===== src/rtl/alu_seq_if.sv =====
// Handshake and operand/result bundle for alu_seq: request side (A, B, opcode, Cin)
// and response side (Out, zero, err), each with its own valid/ready pair.
interface alu_seq_if #(parameter int WIDTH = 32);
  logic               in_valid;
  logic               in_ready;
  logic [WIDTH-1:0]   A;
  logic [WIDTH-1:0]   B;
  logic [2:0]         opcode;
  logic               Cin;
  logic               out_valid;
  logic               out_ready;
  logic [2*WIDTH-1:0] Out;
  logic               zero;
  logic               err;

  modport master (output in_valid, A, B, opcode, Cin, out_ready,
                  input  in_ready, out_valid, Out, zero, err);
  modport slave  (input  in_valid, A, B, opcode, Cin, out_ready,
                  output in_ready, out_valid, Out, zero, err);
endinterface


===== src/rtl/alu_seq.sv =====
// Multi-cycle ALU: single-cycle arithmetic/logic ops plus an iterative restoring divider.
// ALU_SEQ_ITER_MUL_EN: when defined, opcode 010 runs a WIDTH-cycle shift-add multiplier.
module alu_seq #(
  parameter int WIDTH = 32,
  parameter int CNT_W = $clog2(WIDTH+1)
) (
  input  logic       clk,
  input  logic       rst,
  alu_seq_if.slave   bus
);
  localparam int W2 = 2*WIDTH;

`ifdef ALU_SEQ_ITER_MUL_EN
  typedef enum logic [1:0] {IDLE, DIV, DONE, MUL} state_t;
`else
  typedef enum logic [1:0] {IDLE, DIV, DONE} state_t;
`endif

  state_t           state;
  logic [CNT_W-1:0] cnt;
  logic [WIDTH-1:0] b_r, quo, rem;
  logic [2:0]       op_r;
  logic [W2-1:0]    out_r;
  logic             zero_r, err_r, out_valid_r, in_ready_r;

  assign bus.Out       = out_r;
  assign bus.zero      = zero_r;
  assign bus.err       = err_r;
  assign bus.out_valid = out_valid_r;
  assign bus.in_ready  = in_ready_r;

  // Result of a single-cycle op, evaluated on the live inputs at the accept edge
  logic [WIDTH:0]  add_s, sub_s;
  logic [W2-1:0]   res_now;
  logic            div_op, b_zero, iter;
  always_comb begin
    add_s   = {1'b0, bus.A} + {1'b0, bus.B} + {{WIDTH{1'b0}}, bus.Cin};
    sub_s   = {1'b0, bus.A} - {1'b0, bus.B};
    div_op  = (bus.opcode == 3'b011) || (bus.opcode == 3'b100);
    b_zero  = (bus.B == '0);
    iter    = div_op && !b_zero;
`ifdef ALU_SEQ_ITER_MUL_EN
    if (bus.opcode == 3'b010) iter = 1'b1;
`endif
    res_now = '0;
    case (bus.opcode)
      3'b000: res_now = W2'(add_s);
      3'b001: res_now = W2'(sub_s);
`ifdef ALU_SEQ_ITER_MUL_EN
      3'b010: res_now = '0;
`else
      3'b010: res_now = W2'(bus.A) * W2'(bus.B);
`endif
      3'b011: res_now = W2'({WIDTH{1'b1}});
      3'b100: res_now = W2'(bus.A);
      3'b101: res_now = W2'(bus.A & bus.B);
      3'b110: res_now = W2'(bus.A | bus.B);
      default: res_now = W2'(bus.A ^ bus.B);
    endcase
  end

  // One restoring-division step: quo shifts the dividend out MSB-first, quotient bits in LSB-first
  logic [WIDTH:0]   trial;
  logic             ge;
  logic [WIDTH-1:0] rem_n, quo_n;
  logic [W2-1:0]    div_res;
  always_comb begin
    trial   = {rem, quo[WIDTH-1]};
    ge      = (trial >= {1'b0, b_r});
    rem_n   = ge ? WIDTH'(trial - {1'b0, b_r}) : trial[WIDTH-1:0];
    quo_n   = {quo[WIDTH-2:0], ge};
    div_res = (op_r == 3'b011) ? W2'(quo_n) : W2'(rem_n);
  end

`ifdef ALU_SEQ_ITER_MUL_EN
  // Shift-add step: {rem,quo} is the running product, quo LSB is the current multiplier bit
  logic [WIDTH:0]   msum;
  logic [WIDTH-1:0] rem_m, quo_m;
  always_comb begin
    msum  = {1'b0, rem} + (quo[0] ? {1'b0, b_r} : '0);
    rem_m = msum[WIDTH:1];
    quo_m = {msum[0], quo[WIDTH-1:1]};
  end
`endif

  always_ff @(posedge clk or posedge rst) begin
    if (rst) begin
      state       <= IDLE;
      cnt         <= '0;
      b_r         <= '0;
      quo         <= '0;
      rem         <= '0;
      op_r        <= '0;
      out_r       <= '0;
      zero_r      <= 1'b0;
      err_r       <= 1'b0;
      out_valid_r <= 1'b0;
      in_ready_r  <= 1'b1;
    end else begin
      case (state)
        IDLE: if (bus.in_valid) begin
          op_r       <= bus.opcode;
          b_r        <= bus.B;
          quo        <= bus.A;
          rem        <= '0;
          zero_r     <= 1'b0;
          err_r      <= 1'b0;
          in_ready_r <= 1'b0;
          if (iter) begin
            cnt   <= CNT_W'(WIDTH);
`ifdef ALU_SEQ_ITER_MUL_EN
            state <= (bus.opcode == 3'b010) ? MUL : DIV;
`else
            state <= DIV;
`endif
          end else begin
            out_r       <= res_now;
            zero_r      <= (res_now == '0);
            err_r       <= div_op && b_zero;
            out_valid_r <= 1'b1;
            state       <= DONE;
          end
        end
        DIV: begin
          quo <= quo_n;
          rem <= rem_n;
          cnt <= cnt - 1'b1;
          if (cnt == CNT_W'(1)) begin
            out_r       <= div_res;
            zero_r      <= (div_res == '0);
            out_valid_r <= 1'b1;
            state       <= DONE;
          end
        end
`ifdef ALU_SEQ_ITER_MUL_EN
        MUL: begin
          quo <= quo_m;
          rem <= rem_m;
          cnt <= cnt - 1'b1;
          if (cnt == CNT_W'(1)) begin
            out_r       <= {rem_m, quo_m};
            zero_r      <= ({rem_m, quo_m} == '0);
            out_valid_r <= 1'b1;
            state       <= DONE;
          end
        end
`endif
        DONE: if (bus.out_ready) begin
          out_valid_r <= 1'b0;
          in_ready_r  <= 1'b1;
          state       <= IDLE;
        end
        default: state <= IDLE;
      endcase
    end
  end
endmodule

===== src/flat_wrapper.sv =====
// flat-port wrapper written by rule: the top's interface ports become plain ports
module alu_seq_flat 
#(
  parameter int WIDTH = 32,
  parameter int CNT_W = $clog2(WIDTH+1)
)
  (clk, rst, bus_in_valid, bus_A, bus_B, bus_opcode, bus_Cin, bus_out_ready, bus_in_ready, bus_out_valid, bus_Out, bus_zero, bus_err);
  alu_seq_if #(.WIDTH(WIDTH)) bus_i ();
  input  logic clk;
  input  logic rst;
  input wire logic [$bits(bus_i.in_valid)-1:0] bus_in_valid;
  input wire logic [$bits(bus_i.A)-1:0] bus_A;
  input wire logic [$bits(bus_i.B)-1:0] bus_B;
  input wire logic [$bits(bus_i.opcode)-1:0] bus_opcode;
  input wire logic [$bits(bus_i.Cin)-1:0] bus_Cin;
  input wire logic [$bits(bus_i.out_ready)-1:0] bus_out_ready;
  output wire logic [$bits(bus_i.in_ready)-1:0] bus_in_ready;
  output wire logic [$bits(bus_i.out_valid)-1:0] bus_out_valid;
  output wire logic [$bits(bus_i.Out)-1:0] bus_Out;
  output wire logic [$bits(bus_i.zero)-1:0] bus_zero;
  output wire logic [$bits(bus_i.err)-1:0] bus_err;
  assign bus_i.in_valid = bus_in_valid;
  assign bus_i.A = bus_A;
  assign bus_i.B = bus_B;
  assign bus_i.opcode = bus_opcode;
  assign bus_i.Cin = bus_Cin;
  assign bus_i.out_ready = bus_out_ready;
  assign bus_in_ready = bus_i.in_ready;
  assign bus_out_valid = bus_i.out_valid;
  assign bus_Out = bus_i.Out;
  assign bus_zero = bus_i.zero;
  assign bus_err = bus_i.err;
  alu_seq #(.WIDTH(WIDTH), .CNT_W(CNT_W)) u_core (.clk(clk), .rst(rst), .bus(bus_i));
endmodule

===== config.mk =====
export PLATFORM = sky130hd
export DESIGN_NAME = alu_seq_flat
export DESIGN_NICKNAME = d
export VERILOG_FILES = /design/src/rtl/alu_seq_if.sv /design/src/rtl/alu_seq.sv /design/src/flat_wrapper.sv
export SDC_FILE = /design/constraint.sdc
export NUM_CORES = 2
export LEC_CHECK = 0
export BUFFER_PORTS_ARGS = -buffer_cell sky130_fd_sc_hd__buf_4
export CAP_MARGIN = 20
export CORE_ASPECT_RATIO = 2
export CORE_MARGIN = 4
export CORE_UTILIZATION = 60
export DETAILED_ROUTE_END_ITERATION = 16
export PLACE_DENSITY = 0.86
export SLEW_MARGIN = 20
export SYNTH_ARGS = -nofsm -noshare
export SYNTH_HDL_FRONTEND = slang
export SYNTH_SLANG_ARGS = --single-unit

===== constraint.sdc =====
create_clock -name clk -period 6.8 [get_ports clk]
set_clock_uncertainty 0.2 [all_clocks]
set_input_delay 2.04 -clock clk [delete_from_list [all_inputs] [get_ports clk]]
set_output_delay 2.04 -clock clk [all_outputs]
set_load 0.01 [all_outputs]

==> metrics.yaml, run 1 <==
synthesis:
  synth_compound_area_frac: 0.1330
  syn_avg_cell_area_um2: 8.224
  synth_seq_cells: 175
  synth_cell_types: 97
  ys_seq_area_frac: 0.09175
  synth_xor_xnor_area_share: 0.01871
  yosysWarnings: 0
  syn_inst: 5805
  yosysTopAreaCell: "fa_1"
  syn_nets: 7171
  synthTopCellsByArea: "fa_1 38%, ha_1 10%, dfrtp_1 9.1%"
  synth_top_family_by_area: "adder cells"
  synth-adder-area-share: 0.4805
  synthFlopType: "dfrtp_1"
  synth_mux_area_frac: 0.008387
  synth_top_area_frac: 0.3770
  synth-simple-area-share: 0.1589
  synth_edf_count: 0
  syn_area_mm2: 0.04774
  async_flop_share: 1.000
die:
  ioPinCount: 140
  fp.dieW_um: 207.5
  rows: 146
  die_height_um: 406.9
  initial_core_util: 0.6036
cts:
  clkSinkCount: 175
  cts-hold-fix-buffers: 0
  cts_root_buffer: "clkbuf_16"
  numCtsBuffers: 17
  ctsHtreeMaxLevel: 4
  clk_path_buf_depth: 2
placement:
  hpwl_um: 181400
  place.port_buffers: 139
  place_ws_ns: -4.278
  placed_cells_incl_taps: 7545
  globalplace.congestion: 1.153
grt:
  grt_overflow_total: 12
  track_usage: 0.6639
  grt_max_degree: 96
run_status:
  failing_step: "5_1_grt"
  error: "[ERROR GRT-0232] Routing congestion too high. Check the congestion heatmap in the GUI."
  outcome: "stopped before the end"
timing:
  worstEpCategory: "sequential cell input"
  crit_endpoint: "u_core.bus.zero$_DFFE_PP0P_/D"
-- per-layer routing --
layer	track usage	overflow
met5	0.1701	0
met4	0.7220	4
met3	0.4514	0
met2	0.8817	7
met1	0.6292	1
-- synth_stat cells, types with 8 or more instances --
master / n
a221oi_1: 28
xor2_1: 35
nand4_1: 50
xnor2_1: 67
o211ai_1: 22
o21ai_0: 293
nor2_1: 798
or2_2: 8
nor2b_1: 24
nand2b_1: 18
a211oi_1: 21
mux2_2: 8
buf_1: 68
fa_1: 899
a2111oi_0: 8
clkinv_1: 15
o22ai_1: 22
a211o_1: 8
nor4_1: 30
and3_1: 21
o31a_1: 8
clkbuf_1: 267
nand3_1: 39
dfrtp_1: 174
a31oi_1: 30
and2_1: 10
o31ai_1: 20
a22o_1: 32
o221ai_1: 13
o21a_1: 23
o21bai_1: 31
mux2i_1: 25
inv_1: 989
ha_1: 395
buf_2: 20
a21o_1: 54
or3_1: 18
nor3_1: 52
a21boi_0: 8
a21oi_1: 262
nand2_1: 734
-- cell families after synthesis --
kind of cell             Yosys count
AND/OR/NAND/NOR                 1833
AO/OA/AOI/OAI                    995
buffers and inverters           1370
multiplexers                      36
adder cells (fa/ha/maj)         1294
flip-flops                       175
XOR/XNOR                         102
-- metrics by stage --
| step | utilization | setup TNS [ns] | area (um2) |
|---|---|---|---|
| CTS | 0.7816 | -122.86 | 61820 |
| detailed placement | 0.7232 | -171.72 | 57200 |
| global placement | 0.7232 | -166.54 | 57200 |
| floorplan | - | -127.46 | 49790 |
-- timing repair --
action                     in CTS
gates resized for setup       634
buffers inserted              137
pin swaps                     245
gates cloned                    3
setup endpoints to repair      60
hold endpoints to repair        0
==> run 2: changes to the inputs <==
--- a/config.mk
+++ b/config.mk
@@ -7,11 +7,10 @@
 export LEC_CHECK = 0
 export BUFFER_PORTS_ARGS = -buffer_cell sky130_fd_sc_hd__buf_4
 export CAP_MARGIN = 20
-export CORE_ASPECT_RATIO = 2
 export CORE_MARGIN = 4
-export CORE_UTILIZATION = 60
+export CORE_UTILIZATION = 40
 export DETAILED_ROUTE_END_ITERATION = 16
-export PLACE_DENSITY = 0.86
+export PLACE_DENSITY_LB_ADDON = 0.15
 export SLEW_MARGIN = 20
 export SYNTH_ARGS = -nofsm -noshare
 export SYNTH_HDL_FRONTEND = slang
==> constraint.sdc (replaced) <==
create_clock -name clk -period 8.8 [get_ports clk]
set_clock_uncertainty 0.2 [all_clocks]
set_input_delay 2.64 -clock clk [delete_from_list [all_inputs] [get_ports clk]]
set_output_delay 2.64 -clock clk [all_outputs]
set_load 0.01 [all_outputs]
==> metrics.yaml, run 2 <==
finish:
  fin_nets: 7987
  largest_reg_flops: 64
  final_layout_size_suffix_gt1_frac: 0.2740
  postLayoutCellArea_mm2: 0.06331
  syn2layout_area_growth_pct: 32.61
  final_cell_mix: "928 x inv_1, 896 x buf_4, 835 x fa_1, 716 x nand2_1, 652 x nor2_1"
  fin_util: 0.5355
  final_common_cell: "inv_1"
  instances_no_fill: 8165
hold_path:
  hold_depth: 1
  hp-start: "u_core.bus.Out[15]$_DFFE_PP0P_"
  hold_path_class: "flop to flop"
  hold_end: "u_core.bus.Out[15]$_DFFE_PP0P_"
run_status:
  violations: "negative setup slack"
  outcome: "finished with violations"
timing:
  relSlewSlack: 0.2261
  tightest_slew_ns: 1.150
  period_minus_slack_ns: 10.72
  timing.fmax_mhz: 93.26
  fin_hold_ws_ns: 0.2828
  fin_crit_sh: 1.218
  hold_violations: 0
  rsz0062_at_grt: "yes"
  drv_slew: 0
  setup_violations: 53
  worst_slack_ns: -1.922
worst_setup_path:
  r2r_slack_ns: 3.05
  r2r-end: "u_core.bus.zero$_DFFE_PP0P_"
  slowest_stage: "fa_2"
  r2r_start: "u_core.rem[0]$_DFFE_PP0P_"
  crit_buf_inv: 9
  cpMostUsedCell: "fa_1"
  crit_family: "adder cells"
  cp_max_fo: 7
  cpPeakStageDelay_ns: 0.63
  crit_required_ns: 9.01
  path_class: "input pin to flop"
  crit_path_end_kind: "flop"
  crit_arrival_ns: 10.93
  startpoint_type: "input pin"
  worstRegToRegCells: 15
die:
  ioPinCount: 140
  coreArea_mm2: 0.1182
  dieArea_mm2: 0.1249
  rows: 126
  fp.dieW_um: 353.5
  die_height_um: 353.5
  initial_core_util: 0.4038
synthesis:
  synth_top_family_by_area: "adder cells"
  synth_compound_area_frac: 0.1330
  synth_edf_count: 0
  async_flop_share: 1.000
  synth_mux_area_frac: 0.008387
  syn_avg_cell_area_um2: 8.224
  syn_area_mm2: 0.04774
  syn_nets: 7171
  synth_xor_xnor_area_share: 0.01871
  synth.most_common_cell: "inv_1"
  yosysTopAreaCell: "fa_1"
  synth-simple-area-share: 0.1589
  synth-adder-area-share: 0.4805
  synth_common_cells: "989 x inv_1, 899 x fa_1, 798 x nor2_1"
  synthFlopType: "dfrtp_1"
  ys_seq_area_frac: 0.09175
  synthTopCellsByArea: "fa_1 38%, ha_1 10%, dfrtp_1 9.1%"
  synth_cell_types: 97
  synth_seq_cells: 175
  syn_inst: 5805
  yosysWarnings: 0
  synth_top_area_frac: 0.3770
grt:
  grt_first_pass_wirelength_um: 312800
  antenna_found_initial: 4
  grt_overflow_total: 0
  track_usage: 0.3364
  grt_pass1_vias: 46930
  grt_max_degree: 117
drt:
  wl_met2_um: 92620
  postRouteAntennaNets: 0
  avgViaCountPerCell: 5.626
  drc: 0
  met3WireLength_um: 18730
  route.top_layer_used: "met4"
  route.vias.total: 45940
  wl_met1_um: 88510
  firstDrtPassIters: 6
  wl_um: 211600
  wire_per_inst_um: 25.92
  drt_iter0_drc: 4379
cts:
  cts-hold-fix-buffers: 0
  clk_pin_slew_ns: 0.06
  cts_root_buffer: "clkbuf_16"
  clk_path_buf_depth: 3
  cts_tree: "done"
  clkSinkCount: 175
  ctsHtreeMaxLevel: 4
  numCtsBuffers: 25
  insertion_delay_ns: 0.50
placement:
  placed_cells_incl_taps: 7986
  globalplace.congestion: 1.008
  placed_area_mm2: 0.05756
  place.port_buffers: 139
  hpwl_um: 177400
job:
  cap_viol_max_count: 0
run 2: metal layers:
metal | GRT usage | vias up
met1 | 0.4690 | 23420
met3 | 0.06738 | 411
met4 | 0.1469 | 0
met5 | 0 | -
li1 | - | 19960
met2 | 0.5092 | 2147
run 2: worst max-delay path by stage:
stage,from,endpoint,slack [ns],depth (start not counted)
after global placement,bus_A[12],u_core.bus.zero$_DFFE_PP0P_,-2.90,29
after floorplan,bus_B[17],u_core.bus.zero$_DFFE_PP0P_,-1.53,29
after CTS,bus_B[14],u_core.bus.zero$_DFFE_PP0P_,-1.85,31
after global routing,bus_A[12],u_core.bus.zero$_DFFE_PP0P_,-2.13,34
after detailed placement,bus_A[12],u_core.bus.zero$_DFFE_PP0P_,-3.00,29
final,bus_A[15],u_core.bus.zero$_DFFE_PP0P_,-1.92,32
run 2: logic make-up (layout without fill, tap and decap cells):
family,Yosys count,count (layout)
and+or+nand+nor,1833,1833
buffers and inverters,1370,2192
adders and majority gates,1294,1294
AOI/OAI and AO/OA,995,995
DFF,175,175
xor gates and xnor gates,102,102
muxes,36,36
other,0,2
run 2: through the flow:
| step | setup TNS, ns | setup WS [ns] |
|---|---|---|
| after floorplan | -19.80 | -1.527 |
| after detailed placement | -85.65 | -2.999 |
| after CTS | -40.54 | -1.851 |
| after global placement | -84.88 | -2.904 |
| after global routing | -56.84 | -2.130 |
| final | -48.73 | -1.922 |
run 2: timing repair:
action,in CTS,in global routing
gates cloned,6,0
buffers inserted,119,55
setup endpoints to repair,55,55
resized for setup,566,264
pin swaps,202,206
run 2: cell type report:
class	count	area [um2]
antenna	2	5.005
clock buffer	30	684.4
clock inverter	3	40.04
fill	11120	54930
inverter	1008	4080
multi-input combinational	4260	41660
sequential	175	4380
tap	1536	1922
timing repair buffer	1150	10540
timing repair inverter	1	6.256
run 2: worst reg2reg max path: stages (launching register included):
cell and delay (ns):
dfrtp_1 0.42, ha_1 0.32, nor2b_1 0.14, o31a_1 0.26, o31a_1 0.33, o2111a_1 0.33
o211ai_1 0.45, nand2_1 0.54, buf_4 0.41, a21oi_1 0.17, a31oi_1 0.08, nor2_1 0.36
nor4b_1 0.30, or4bb_1 0.59, or4_1 0.57, o21bai_1 0.20
Power of run 2 is not shown: default switching activity piles up to over one toggle a cycle in this logic, so the estimate is an artifact.
